## src/rtl/data_sync_pkg.sv

```systemverilog
// rtl/data_sync_pkg.sv - shared defaults for the data_sync bus synchronizer
package data_sync_pkg;
  localparam int DATA_SYNC_BUS_WIDTH = 8;
  localparam int DATA_SYNC_STAGES    = 8;
endpackage

```

## src/rtl/bit_sync_chain.sv

```systemverilog
// rtl/bit_sync_chain.sv - single-bit multi-flop synchronizer chain, async active-low reset to 0
import data_sync_pkg::*;

module bit_sync_chain #(
  parameter int NUM_STAGES = DATA_SYNC_STAGES
) (
  input  logic i_clk,
  input  logic i_rst_n,
  input  logic i_async,
  output logic o_sync
);

  logic [NUM_STAGES-1:0] r_stages;

  // stage 0 takes the asynchronous input; later stages only resolve metastability
  always_ff @(posedge i_clk or negedge i_rst_n) begin
    if (!i_rst_n) begin
      r_stages <= '0;
    end else begin
      r_stages <= {r_stages[NUM_STAGES-2:0], i_async};
    end
  end

  assign o_sync = r_stages[NUM_STAGES-1];

endmodule

```

## src/rtl/data_sync.sv

```systemverilog
// rtl/data_sync.sv - bus synchronizer: qualifier through a flop chain, data captured on its rising edge
import data_sync_pkg::*;

module data_sync #(
  parameter int BUS_WIDTH  = DATA_SYNC_BUS_WIDTH,
  parameter int NUM_STAGES = DATA_SYNC_STAGES
) (
  input  logic                 CLK,
  input  logic                 RST,
  input  logic [BUS_WIDTH-1:0] unsync_bus,
  input  logic                 bus_enable,
  output logic [BUS_WIDTH-1:0] sync_bus,
  output logic                 enable_pulse
);

  logic                 w_sync_en;
  logic                 w_pulse;
  logic                 r_en_q;
  logic                 r_enable_pulse;
  logic [BUS_WIDTH-1:0] r_sync_bus;

  bit_sync_chain #(
    .NUM_STAGES (NUM_STAGES)
  ) u_en_sync (
    .i_clk   (CLK),
    .i_rst_n (RST),
    .i_async (bus_enable),
    .o_sync  (w_sync_en)
  );

  assign w_pulse = w_sync_en & ~r_en_q;

  // data is stable by the time the qualifier clears the chain, so no per-bit sync is needed
  always_ff @(posedge CLK or negedge RST) begin
    if (!RST) begin
      r_en_q         <= 1'b0;
      r_enable_pulse <= 1'b0;
      r_sync_bus     <= '0;
    end else begin
      r_en_q         <= w_sync_en;
      r_enable_pulse <= w_pulse;
      if (w_pulse) begin
        r_sync_bus <= unsync_bus;
      end
    end
  end

  assign sync_bus     = r_sync_bus;
  assign enable_pulse = r_enable_pulse;

endmodule

```

## config.mk

```make
export PLATFORM = sky130hd
export DESIGN_NAME = data_sync
export DESIGN_NICKNAME = d
export VERILOG_FILES = /design/src/rtl/data_sync_pkg.sv /design/src/rtl/bit_sync_chain.sv /design/src/rtl/data_sync.sv
export SDC_FILE = /design/constraint.sdc
export NUM_CORES = 1
export LEC_CHECK = 0
export BUFFER_PORTS_ARGS = -buffer_cell sky130_fd_sc_hd__buf_2
export CORE_MARGIN = 10
export CORE_UTILIZATION = 46
export DETAILED_ROUTE_END_ITERATION = 16
export PLACE_DENSITY = 0.78
export SKIP_LAST_GASP = 1
export SLEW_MARGIN = 30
export SYNTH_ARGS = -nofsm -noshare
export SYNTH_HDL_FRONTEND = slang
export SYNTH_HIERARCHICAL = 1
export SYNTH_SLANG_ARGS = --single-unit
export TNS_END_PERCENT = 20
```

## constraint.sdc

```tcl
create_clock -name CLK -period 1.2 [get_ports CLK]
set_input_delay 0.36 -clock CLK [delete_from_list [all_inputs] [get_ports CLK]]
set_output_delay 0.36 -clock CLK [all_outputs]
set_load 0.005 [all_outputs]
```

* Word level (Yosys, flattened, before mapping)
Index checks and enable logic that the tools add are counted.
Storage, ports and cells: flip-flop bits (word level) 18, input bits 11
Operators by class: bitwise logic cells 2
Operator list (number):
- $and A1 B1 Y1 | 1
- $not A1 Y1 | 1

* Longest topological paths before layout
word-level depth 2, mapped depth 3, gate-level depth less buffers 2

* Cells and area by module
The synthesis kept the hierarchy.
Modules (own cells, without submodules):
- data_sync | instances 1, cells each 20, area each 404.1 um2, seq. area each 250.2 um2
- bit_sync_chain | instances 1, cells each 8, area each 200.2 um2, seq. area each 200.2 um2

* Worst setup path after synthesis
No wires, ideal clock.
path type register -> register, from register r_en_q, to register r_sync_bus[0], in the netlist sync_bus[0], setup time 0.125 ns, data arrival time 0.918 ns, required time 1.075 ns, setup slack 0.157 ns, stages on the path, launching flop included 4, buffers on the path 1, clock period less this slack 1.043 ns, cell sequence dfrtp_1 -> nor2b_4 -> buf_12 -> mux2_4
Between the ends: word-level cells in the longest chain between the ends 2
Ends and longest elaborated chain:
- from (decl) | line data_sync.sv:18 | logic r_en_q;
- from (signal assigned) | line data_sync.sv:40 | r_en_q <= w_sync_en;
- $not A1 Y1 | line data_sync.sv:31 | assign w_pulse = w_sync_en & ~r_en_q;
- $and A1 B1 Y1 | line data_sync.sv:31
- net w_pulse | line data_sync.sv:17 | logic w_pulse;
- to (signal assigned) | line data_sync.sv:43 | r_sync_bus <= unsync_bus;
- to (decl) | line data_sync.sv:20 | logic [BUS_WIDTH-1:0] r_sync_bus;
The timed path passes the listed nets, and every way through them passes these cells. A chain may end at the register's enable or synchronous reset.

* Final worst setup path
from register r_sync_bus[4], in the netlist sync_bus[4], to output port sync_bus[4]
RTL lines:
- to (decl) | line data_sync.sv:12 | output logic [BUS_WIDTH-1:0] sync_bus,
No word-level cell between the ends.

==> results.md <==
* Status: finished, final reports clean
* Max incr delay on CP at 0.40 ns
* Root Buffer: clkbuf_4
* Crit start category: flop
* Vias after detailed routing at 300
* CTS tree: yes
* Mapped Area at 604.3 µm²
* CP delay by family, top: flip-flops
* Cts bufs inserted at 3
* Critical path required time at 0.84 ns
* Syn_area_per_cell at 21.58 µm²
* Post-synthesis xor/xnor area fraction at 0%
* Area growth, synth to finish at 27.74%
* GRT Util Overall at 6.486%
* Final setup TNS at 0 ns
* Clk buf depth at 2
* Final Max Slew Viols at 0
* Yosys top cell area share at 74.53%
* Setup violations, final at 0
* Core region area at 1269 µm²
* Total Power at 1212 µW
* Max-cap violations at 0
* Port bufs at 19
* Net count after synthesis at 39
* Die width at 56.25 µm
* CTS Sinks at 18
* Die Y at 56.25 µm
* Critical setup path kind: flop to output pin
* Synth cell types at 4
* Peak supply drop at 894.4 µV
* Worst slew pin tran at 0.3698 ns
* Largest net degree at the start of global routing at 19
* Commonest cells in the netlist: dfrtp_1, mux2_4, buf_12, nor2b_4
* Total gr overflow at 0
* Worst clock skew at 0.005211 ns
* Post-synthesis cell count at 28
* Mux contribution to synthesized area at 19.88%
* Highest clock rate at 852.9 MHz
* Final WL at 979 µm
* Rows at 13
* Static Leak at 0.0003934 µW
* Cell Chain, Critical Path: buf_2
* Number of synthesized flops with an enable pin at 0
* Clock slew at reported path FFs at 0.10 ns
* DRT Pass-1 Iters at 2
* Final period utilization at 97.70%
* Ys flop type: dfrtp_1
* Worst hold path class: input pin to flop
* DRC Markers at 0
* Sequential area share after synthesis at 74.53%
* Post-cts sizing count at 0
* Clk_lat worst skew at 0.28 ns
* Average routed wire per standard cell at 14.40 µm
* Initial Util at 47.63%
* Initial DRC count at 1
* Asr flop ratio synth at 100.0%
* Die Area at 3164 µm²
* Via-to-Cell Ratio at 4.412
* Fraction of the mapped netlist area in simple logic gates at 2.277%
* Placed cell count at 61
* Count of non-filler cells in the finished layout at 68
* Hold Vio Cnt, Final at 0
* Tmin final at 1.172 ns
* Synth Area in Adders at 0%
* PwrDens at 1570 nW/µm²
* RSZ-0062 raised after global routing: true
* Slew HR at 75.35%
* Ant. Diodes at 0
* Antenna-violating nets left at 0
* CP Buf/Inv Count at 1
* Vias in the first global route at 336
* Final Wtd Congestion at 0.6084
* Htree depth at 1
* Layout cell share with drive strength beyond 1 at 64.15%
* Critical Path End Type: output pin
* Final net count at 65
* Ys Warns at 6
* Synth area leader: dfrtp_1
* Layout filler cell count at 103
* Post-synthesis compound-gate area fraction at 0%
* Worst-path fanout max at 2
* #FFs+latches synth at 18
* Slowest cell on crit path: dfrtp_1
* Synth top area cells: dfrtp_1, mux2_4, buf_12
* Initial antenna violation count at 0
* Top-count cell post-synth: dfrtp_1
* Crit path DAT at 0.81 ns
* Largest family of logic cells by synthesized area: multiplexers
* Num ports at 20
* First-pass GRT wire length at 1628 µm
[where the power goes]
part	internal [µW]	leakage, µW	total, µW	switching, µW
registers	663	0.000212	689	26.8
clock network	185	0.0000210	357	172
logic	110	0.000161	166	56.0
[repair_timing]
action                                  4_1_cts  5_1_grt
hold endpoints to repair                     18        0
endpoints found under the setup margin        0       15
hold buffers                                  1        0
buffers inserted                              0        2
[worst reg2reg max path, stage by stage (launching register included)]
cell and delay (ns):
dfrtp_1 0.41, nor2b_4 0.13, buf_12 0.14, mux2_4 0.30
[stage by stage]
| stage | worst slack (ns) | cell area, µm² | util [%] | hold slack [ns] |
|---|---|---|---|---|
| 5_1_grt | -0.01742 | 772.0 | 60.85 | 0.1524 |
| 6_report | 0.02759 | 772.0 | 60.85 | 0.1783 |
| 3_3_place_gp | 0.05041 | 698.2 | 55.03 | 0.2955 |
| 2_1_floorplan | 0.1572 | 604.3 | - | 0.06441 |
| 4_1_cts | 0.005138 | 744.5 | 58.68 | 0.1727 |
| 3_5_place_dp | 0.04350 | 698.2 | 55.03 | 0.3023 |
[flip-flops by register name (all words and copies together), names as in the netlist]
signal              count
r_en_q                  1
u_en_sync/r_stages      8
sync_bus                8
enable_pulse            1
[layout by cell type (no fill, tap or decap)]
| cell | count |
|---|---|
| dlygate4sd3_1 | 1 |
| nor2b_4 | 1 |
| mux2_4 | 8 |
| clkbuf_8 | 1 |
| buf_2 | 19 |
| buf_4 | 1 |
| buf_12 | 1 |
| clkbuf_4 | 3 |
| dfrtp_1 | 18 |
[final cells by class]
type,count,area [µm²],area share (%)
Sequential cell,18,450.4,58.35
Multi-Input combinational cell,9,133.9,17.34
Clock buffer,4,36.28,4.700
Timing Repair Buffer,22,132.6,17.18
Tap cell,15,18.77,2.431
[cells by family (layout without fill, tap and decap cells)]
family / count (synthesis) / in the layout
DFF: 18 / 18
muxes: 8 / 8
and+or+nand+nor: 1 / 1
buffers and inverters: 1 / 26
[final timing paths]
kind	startpoint	endpoint	slack [ns]	depth (start not counted)
max in group asynchronous	RST	u_en_sync/r_stages[1]$_DFF_PN0_	0.42	2
hold / removal	bus_enable	u_en_sync/r_stages[0]$_DFF_PN0_	0.18	1
setup / recovery	sync_bus[4]$_DFFE_PN0P_	sync_bus[4]	0.03	1
setup reg to reg	r_en_q$_DFF_PN0_	sync_bus[1]$_DFFE_PN0P_	0.10	3
hold reg to reg	u_en_sync/r_stages[1]$_DFF_PN0_	u_en_sync/r_stages[2]$_DFF_PN0_	0.36	0
min in group asynchronous	RST	enable_pulse$_DFF_PN0_	0.51	2
[metal layers]
metal  wire length [µm]  part of all wire [%]  GRT usage [%]  vias to the layer above
li1                   -                     -              -                      143
met1                511                    52          8.971                      143
met2                400                    41          7.765                       14
met3                 68                   6.9          3.425                        0
met4                  0                     0          3.093                        0
met5                  0                     0              0                        -
Power figures use the tool's default switching activity.
